==> config.mk <==
export PLATFORM = sky130hd
export DESIGN_NAME = wb_arbiter
export DESIGN_NICKNAME = d
export VERILOG_FILES = /design/src/rtl/wb_arbiter_pkg.sv /design/src/rtl/wb_arbiter_watchdog.sv /design/src/rtl/wb_arbiter.sv
export SDC_FILE = /design/constraint.sdc
export NUM_CORES = 1
export LEC_CHECK = 0
export CORE_MARGIN = 5
export CORE_UTILIZATION = 34
export DETAILED_ROUTE_END_ITERATION = 10
export PLACE_DENSITY = 0.89
export SYNTH_ARGS = -nofsm -noshare
export SYNTH_HDL_FRONTEND = slang
export SYNTH_HIERARCHICAL = 1
export SYNTH_SLANG_ARGS = --single-unit
==> constraint.sdc <==
create_clock -name sys_clk_i -period 2.99 [get_ports sys_clk_i]
set_clock_uncertainty 0.05 [all_clocks]
set_input_delay 0.299 -clock sys_clk_i [delete_from_list [all_inputs] [get_ports sys_clk_i]]
set_output_delay 0.299 -clock sys_clk_i [all_outputs]
set_load 0.02 [all_outputs]
==> src/rtl/wb_arbiter_pkg.sv <==
// Shared Kestrel bus definitions: arbiter state encoding, bus widths and watchdog defaults.
package wb_arbiter_pkg;

  localparam int unsigned WbAdrW           = 15;
  localparam int unsigned WbDatW           = 16;
  localparam int unsigned WdogWidth        = 16;
  localparam int unsigned WbTimeoutDefault = 255;

  typedef enum logic [1:0] {
    StIdle = 2'd0,
    StGnt0 = 2'd1,
    StGnt1 = 2'd2
  } arb_state_e;

  // Grant state that belongs to a master index (0 or 1).
  function automatic arb_state_e grant_state(input logic master);
    return master ? StGnt1 : StGnt0;
  endfunction

endpackage

==> src/rtl/wb_arbiter_watchdog.sv <==
// Stall watchdog: counts unacknowledged strobe cycles and flags the cycle that reaches the limit.
module wb_watchdog
  import wb_arbiter_pkg::*;
#(
  parameter int unsigned TIMEOUT = WbTimeoutDefault
) (
  input  logic i_clk,
  input  logic i_rst_n,
  input  logic i_count,
  input  logic i_clear,
  output logic o_expire
);

  localparam logic [WdogWidth-1:0] LastCount = WdogWidth'(TIMEOUT - 1);
  localparam logic [WdogWidth-1:0] MaxCount  = '1;

  logic [WdogWidth-1:0] r_count;

  // The TIMEOUT-th stalled cycle expires; an ack in that cycle drops i_count, so ack wins.
  assign o_expire = i_count & (r_count == LastCount);

  always_ff @(posedge i_clk or negedge i_rst_n) begin
    if (!i_rst_n) begin
      r_count <= '0;
    end else if (i_clear || o_expire) begin
      r_count <= '0;
    end else if (i_count && (r_count != MaxCount)) begin
      r_count <= r_count + WdogWidth'(1);
    end
  end

endmodule

==> src/rtl/wb_arbiter.sv <==
// Two-master Wishbone arbiter: alternating tie-break, locked cycles, direct hand-off and a
// stall watchdog that aborts a hung cycle and blocks the aborted master until it lets go.
module wb_arbiter
  import wb_arbiter_pkg::*;
#(
  parameter int unsigned TIMEOUT = WbTimeoutDefault
) (
  input  logic              sys_clk_i,
  input  logic              sys_res_i,

  input  logic              m0_cyc_i,
  input  logic              m0_stb_i,
  input  logic              m0_we_i,
  input  logic [15:1]       m0_adr_i,
  input  logic [15:0]       m0_dat_i,
  output logic              m0_ack_o,
  output logic              m0_err_o,
  output logic [15:0]       m0_dat_o,

  input  logic              m1_cyc_i,
  input  logic              m1_stb_i,
  input  logic              m1_we_i,
  input  logic [15:1]       m1_adr_i,
  input  logic [15:0]       m1_dat_i,
  output logic              m1_ack_o,
  output logic              m1_err_o,
  output logic [15:0]       m1_dat_o,

  output logic              s_cyc_o,
  output logic              s_stb_o,
  output logic              s_we_o,
  output logic [15:1]       s_adr_o,
  output logic [15:0]       s_dat_o,
  input  logic [15:0]       s_dat_i,
  input  logic              s_ack_i
);

  arb_state_e r_state;
  logic       r_last;   // 1: master 1 was granted most recently
  logic       r_blk0;
  logic       r_blk1;

  logic w_gnt0;
  logic w_gnt1;
  logic w_req0;
  logic w_req1;
  logic w_stall;
  logic w_clear;
  logic w_expire;

  assign w_gnt0 = (r_state == StGnt0);
  assign w_gnt1 = (r_state == StGnt1);

  // A master aborted by the watchdog is not eligible until its cyc has been low at an edge.
  assign w_req0 = m0_cyc_i & ~r_blk0;
  assign w_req1 = m1_cyc_i & ~r_blk1;

  assign s_cyc_o = w_gnt0 ? m0_cyc_i : (w_gnt1 ? m1_cyc_i : 1'b0);
  assign s_stb_o = w_gnt0 ? m0_stb_i : (w_gnt1 ? m1_stb_i : 1'b0);
  assign s_we_o  = w_gnt0 ? m0_we_i  : (w_gnt1 ? m1_we_i  : 1'b0);
  assign s_adr_o = w_gnt0 ? m0_adr_i : (w_gnt1 ? m1_adr_i : '0);
  assign s_dat_o = w_gnt0 ? m0_dat_i : (w_gnt1 ? m1_dat_i : '0);

  assign m0_ack_o = w_gnt0 & s_ack_i & m0_stb_i;
  assign m1_ack_o = w_gnt1 & s_ack_i & m1_stb_i;
  assign m0_err_o = w_gnt0 & w_expire;
  assign m1_err_o = w_gnt1 & w_expire;

  assign m0_dat_o = s_dat_i;
  assign m1_dat_o = s_dat_i;

  assign w_stall = s_cyc_o & s_stb_o & ~s_ack_i;
  assign w_clear = ~(s_cyc_o & s_stb_o) | s_ack_i;

  wb_watchdog #(
    .TIMEOUT (TIMEOUT)
  ) u_watchdog (
    .i_clk    (sys_clk_i),
    .i_rst_n  (sys_res_i),
    .i_count  (w_stall),
    .i_clear  (w_clear),
    .o_expire (w_expire)
  );

  always_ff @(posedge sys_clk_i or negedge sys_res_i) begin
    if (!sys_res_i) begin
      r_state <= StIdle;
      r_last  <= 1'b1;
      r_blk0  <= 1'b0;
      r_blk1  <= 1'b0;
    end else begin
      if (!m0_cyc_i) r_blk0 <= 1'b0;
      if (!m1_cyc_i) r_blk1 <= 1'b0;

      case (r_state)
        StIdle: begin
          if (w_req0 && (!w_req1 || r_last)) begin
            r_state <= grant_state(1'b0);
            r_last  <= 1'b0;
          end else if (w_req1) begin
            r_state <= grant_state(1'b1);
            r_last  <= 1'b1;
          end
        end
        StGnt0: begin
          if (w_expire) begin
            r_state <= StIdle;
            r_blk0  <= 1'b1;
          end else if (!m0_cyc_i) begin
            if (w_req1) begin
              r_state <= StGnt1;
              r_last  <= 1'b1;
            end else begin
              r_state <= StIdle;
            end
          end
        end
        StGnt1: begin
          if (w_expire) begin
            r_state <= StIdle;
            r_blk1  <= 1'b1;
          end else if (!m1_cyc_i) begin
            if (w_req0) begin
              r_state <= StGnt0;
              r_last  <= 1'b0;
            end else begin
              r_state <= StIdle;
            end
          end
        end
        default: r_state <= StIdle;
      endcase
    end
  end

endmodule

======== Word-level counts from Yosys, hierarchy flattened ========
Index checks and enable logic that the tools add are counted.
storage, ports and cells
  input bits .............................. 87
  output and inout port bits .............. 70
  logic and storage cells ................. 79
  register bits ........................... 21
operators by class
  add/subtract/negate cells ............... 1
  reduce and logical (&&, ||, !) cells .... 10
  eq/ne operators ......................... 12
  muxes and demuxes ....................... 35
  bitwise gates (word level) .............. 16
operators by type and width
  operator                 count
  $mux W16                 4
  $mux W15                 2
  $mux W1                  20
  $add A16 B1 Y16 const B  1
  $eq A16 B8 Y1 const B    1
  $ne A16 B16 Y1 const B   1
  $mux W2                  7
  $and A1 B1 Y1            11
  $ne A2 B2 Y1 const B     4
  $ne A3 B2 Y1 const B     2
  $pmux W2 S3              1
  $reduce_and A6 Y1        1
  $not A1 Y1               4
  $ne A3 B3 Y1 const B     1
  $pmux W1 S3              1
  $reduce_and A3 Y1        1
  $reduce_bool A3 Y1       1
  $eq A2 B1 Y1 const B     1
  $eq A2 B2 Y1 const B     1
  $logic_and A1 B1 Y1      2
  $logic_not A2 Y1         1
  $logic_or A1 B1 Y1       2
  $ne A2 B1 Y1 const B     1
  $reduce_bool A2 Y1       1
  2 further kinds          2

======== Logic depth before layout (Yosys ltp) ========
  word-level depth ........................ 8
  mapped depth ............................ 13
  gate-level depth less buffers ........... 13

======== Modules after synthesis ========
The synthesis kept the hierarchy.
modules (own cells, without submodules)
  module       area each (µm²)  instances  cells each  seq. area each (µm²)
  wb_watchdog  1008.5           1          107         400.4
  wb_arbiter   1004.7           1          123         126.4

======== Least setup slack after synthesis ========
No wires, ideal clock.
  kind .................................... reg2out
  from .................................... register r_state[1]
  to ...................................... output port m1_err_o
  data arrival time ....................... 2.390 ns
  slack ................................... 0.251 ns
  cell stages (with the launch flop) ...... 11
  required time ........................... 2.641 ns
  buffers on the path ..................... 1
  cell sequence ........................... dfrtp_1 -> inv_1 -> ha_1 -> buf_4 -> a21oi_1 -> nor3_1 -> and4_2 -> and2_1 -> and3_1 -> inv_1 -> nor2_1
between the ends
  cells in the longest elaborated chain, start to end .. 7
  elaborated cells on any way between the ends .. 10
  those cells by class .................... eq/ne (2); mux (4); bitwise (4)
RTL lines
  element                                  RTL line                            text
  start, declared                          wb_arbiter.sv:38                    arb_state_e r_state;
  start signal, assigned                   wb_arbiter.sv:87                    r_state <= StIdle;
  start signal, assigned                   wb_arbiter.sv:98                    r_state <= grant_state(1'b0);
  start signal, assigned                   wb_arbiter.sv:101                   r_state <= grant_state(1'b1);
  $eq A2 B2 Y1                             wb_arbiter.sv:52                    assign w_gnt1 = (r_state == StGnt1);
  $mux W1 (on tied branches) (2 in a row)  wb_arbiter.sv:58, wb_arbiter.sv:59
  $and A1 B1 Y1 (*) (2 in a row)           wb_arbiter.sv:72                    assign w_stall = s_cyc_o & s_stb_o & ~s_ack_i;
  net w_stall                              wb_arbiter.sv:47                    logic w_stall;
  $and A1 B1 Y1 (*)                        wb_arbiter_watchdog.sv:20           assign o_expire = i_count & (r_count == LastCount);
  net w_expire                             wb_arbiter.sv:49                    logic w_expire;
  $and A1 B1 Y1 (*)                        wb_arbiter.sv:67                    assign m1_err_o = w_gnt1 & w_expire;
  end, declared                            wb_arbiter.sv:26                    output logic m1_err_o,
Mark *: on every way through the listed nets, which the timed path passes. The rest lies on a longest branch.

======== Worst setup path after layout ========
  from .................................... register r_state[1]
  to ...................................... output port s_adr_o[4] in the netlist's numbering
between the ends
  cells in the longest elaborated chain, start to end .. 3
  elaborated cells on any way between the ends .. 4
  those cells by class .................... eq/ne (2); mux (2)
RTL lines
  element        RTL line          text
  $eq A2 B2 Y1   wb_arbiter.sv:52
  $mux W15       wb_arbiter.sv:61  assign s_adr_o = w_gnt0 ? m0_adr_i : (w_gnt1 ? m1_adr_i : '0);
  $mux W15 (*)   wb_arbiter.sv:61
  end, declared  wb_arbiter.sv:32  output logic [15:1] s_adr_o,
Every way passes the cells marked *; elsewhere a longest branch is shown, timed or not.

==> key figures <==
Run status
  – Status: finished, final reports clean

Layout
  – Filler instances: 519
  – Area of the multi-input gates: 1130 um^2
  – # nets final: 406
  – Most frequent cells in the layout: 106 x clkdlybuf4s50_1, 32 x a22o_1, 20 x dfrtp_1
  – Area growth syn-to-layout: 50.0%
  – Share of layout cells above drive strength 1: 13.5%
  – Flip-flop and latch area: 527 um^2
  – Diodes inserted: 0
  – Commonest non-fill, non-tap cell in the layout: clkdlybuf4s50_1
  – Final Cell Area: 3020 um^2

Global route
  – Grt total ovfl: 0
  – Total GRT Usage: 17.6%
  – Largest net degree at the start of global routing: 33
  – Number of global-route vias before repair: 2120
  – Initial antenna violation count: 0
  – Global-route wire length before repair: 10700 um

Synthesis
  – Synth async-reset ratio: 100%
  – Synth Warn #: 6
  – Synth Flop Type: dfrtp_1
  – Post-synthesis cell area: 2010 um^2
  – Syn_nets: 323
  – Synth Area per Inst: 8.75 um^2
  – Post-Synthesis Cells: 230
  – Seq/Total Area, Yosys: 26.2%
  – Register bit total from synthesis: 21
  – Post-synth EDFFs: 0
  – Cell variety after synth: 50

CTS
  – Clock latency on the worst-skew pair: 0.26 ns
  – Clock root cell: clkbuf_8
  – CTS tree: yes
  – Cts bufs inserted: 3
  – Longest Clk Path Bufs: 2
  – CTS Sinks: 21
  – Htree depth: 1
  – Clock transition at the registers of the reported paths: 0.08 ns

Critical path
  – Worst setup SP type: flop
  – CP Data Arrival Time: 2.46 ns
  – Worst Setup Path Type: reg2out
  – Crit Path Max Fanout: 32
  – Worst r2r path cells: 13
  – WP data required: 2.64 ns
  – Setup crit end kind: output pin

Pwr
  – Clock network fraction of total power: 10.2%
  – Int Pwr: 1.05 mW
  – Register share of total power: 17.9%
  – Switching pwr: 0.780 mW
  – Combinational share of power: 71.9%
  – Pwr Density: 607 nW/um^2
  – Power Total: 1.83 mW
  – Leakage power: 1.21 nW
  – Peak VDD IR: 0.000353 V
  – Sw Share: 42.6%

Hold path
  – Hold Path Depth: 1
  – Min-delay worst type: reg2reg

Route
  – DR vias/cell: 5.53
  – DRT iter0 DRCs: 85
  – WL/cell: 17.9 um
  – Met3 wire length: 660 um
  – Met1 wire length: 2720 um
  – Antenna-violating nets left: 0
  – Met2 Wirelength: 3380 um
  – Uppermost layer routed: met4
  – Pre-Repair DR Iteration Count: 4
  – Detailed Route WL: 6920 um
  – DRC Markers: 0
  – Via count: 2142

Floorplanning
  – Die Wd: 87.0 um
  – Initial Util: 34.4%
  – Die area: 7560 um^2
  – # IOs: 157
  – Site row count: 28
  – Core box area: 5850 um^2
  – Die Ht: 87.0 um

Timing
  – Max-slew headroom: 34.3%
  – Slew @ Worst Pin: 0.982 ns
  – Fmax: 356 MHz
  – Final Cycle Share: 94.0%
  – # setup viols final: 0
  – Final Max Tran Viols: 0
  – RSZ-0062 raised after global routing: true
  – Final hold vios: 0
  – Post-layout min period: 2.81 ns

Placed design
  – HPWL Detailed: 5430 um
  – Routability congestion estimate: 0.873
  – Port bufs: 108
  – Dpl cell area: 2980 um^2

Job
  – Max-cap violation count: 0
## state kept, by name, indices dropped and copies added (netlist names)
| signal | count |
|---|---|
| r_last | 1 |
| r_blk0 | 1 |
| r_blk1 | 1 |
| u_watchdog/r_count | 16 |
| r_state | 2 |
## layout make-up
cell class	instances	area share [%]
multi-input cells	154	37.5
flip-flops and latches	21	17.4
well taps	75	3.11
inverters	11	1.37
clock buffers	4	1.49
repair buffers	122	39.1
## cell usage after synthesis, types with 2 or more instances
| master | count | area (um^2) |
|---|---|---|
| o21ai_0 | 3 | 15.0 |
| nand4_1 | 5 | 31.3 |
| a21o_1 | 3 | 22.5 |
| buf_4 | 37 | 278 |
| o21ai_1 | 6 | 30.0 |
| o31ai_1 | 8 | 60.1 |
| nand3_1 | 5 | 25.0 |
| nor2_1 | 4 | 15.0 |
| ha_1 | 6 | 75.1 |
| or3_1 | 5 | 31.3 |
| and3_1 | 5 | 31.3 |
| a211oi_2 | 2 | 25.0 |
| nand2_1 | 10 | 37.5 |
| inv_1 | 10 | 37.5 |
| nor2_2 | 2 | 12.5 |
| nor3_1 | 4 | 20.0 |
| dfrtp_1 | 20 | 500 |
| a21oi_1 | 19 | 95.1 |
| or4_1 | 4 | 30.0 |
| a22o_1 | 32 | 280 |
| buf_2 | 5 | 25.0 |
| and2_1 | 3 | 18.8 |
| or3_2 | 5 | 37.5 |
## metrics by stage
step           hold WS (ns)  setup TNS [ns]  instances  setup WS (ns)  util (%)
4_1_cts               0.468               0        387         0.0509      51.7
6_report              0.458               0        387          0.180      51.6
3_5_place_dp          0.451          -0.154        383         -0.102      50.9
5_1_grt               0.489         -0.0301        387        -0.0301      51.6
2_1_floorplan       -0.0466               0        230          0.251         -
3_3_place_gp          0.419        -0.00661        383       -0.00661      50.9
## worst max-delay path: stages (launching register included)
cell and delay (ns):
dfrtp_1 0.39, inv_1 0.07, ha_1 0.25, buf_4 0.23, nor2_2 0.13, buf_6 0.25, a22o_1 0.21, clkdlybuf4s50_1 0.65
## power groups by stage
stage	Combinational (mW)	Sequential, mW	Clock [mW]
4_1_cts	1.32	0.328	0.193
3_3_place_gp	1.29	0.330	0
3_5_place_dp	1.30	0.333	0
6_report	1.32	0.328	0.188
5_1_grt	1.38	0.333	0.207
2_1_floorplan	0.769	0.329	0
## timing repair
item	in CTS	in global routing
hold buffers	0	0
resized for setup	3	5
endpoints found under the setup margin	2	6
buffers inserted	0	0
pin swaps	0	0
## path summary, 6_finish.rpt
path	startpoint	end	slack (ns)
max in group asynchronous	sys_res_i	r_blk0	1.77
min reg2reg	r_blk1	r_blk1	0.46
max	r_state[1]	s_adr_o[4]	0.18
min	r_blk1	r_blk1	0.46
max reg2reg	r_state[1]	r_state[0]	0.23
min in group asynchronous	sys_res_i	u_watchdog/r_count[0]	0.53
## cells by family (layout without fill, tap and decap cells)
logic type | after synthesis | in the layout | synth area share (%)
AOI/OAI and AO/OA | 82 | 82 | 30.4
DFF | 21 | 21 | 26.2
muxes | 1 | 1 | 0.497
buffers and inverters | 55 | 137 | 17.8
adders and majority gates | 6 | 6 | 3.73
and+or+nand+nor | 65 | 65 | 21.4
## metal layers
metal  global-route usage, %  vias up
met5                       0        -
met4                    5.67        0
met3                    4.07       13
met2                    31.3       93
met1                    20.8     1033
li1                        -     1003
Note: power is estimated with default switching activity, not from simulation.
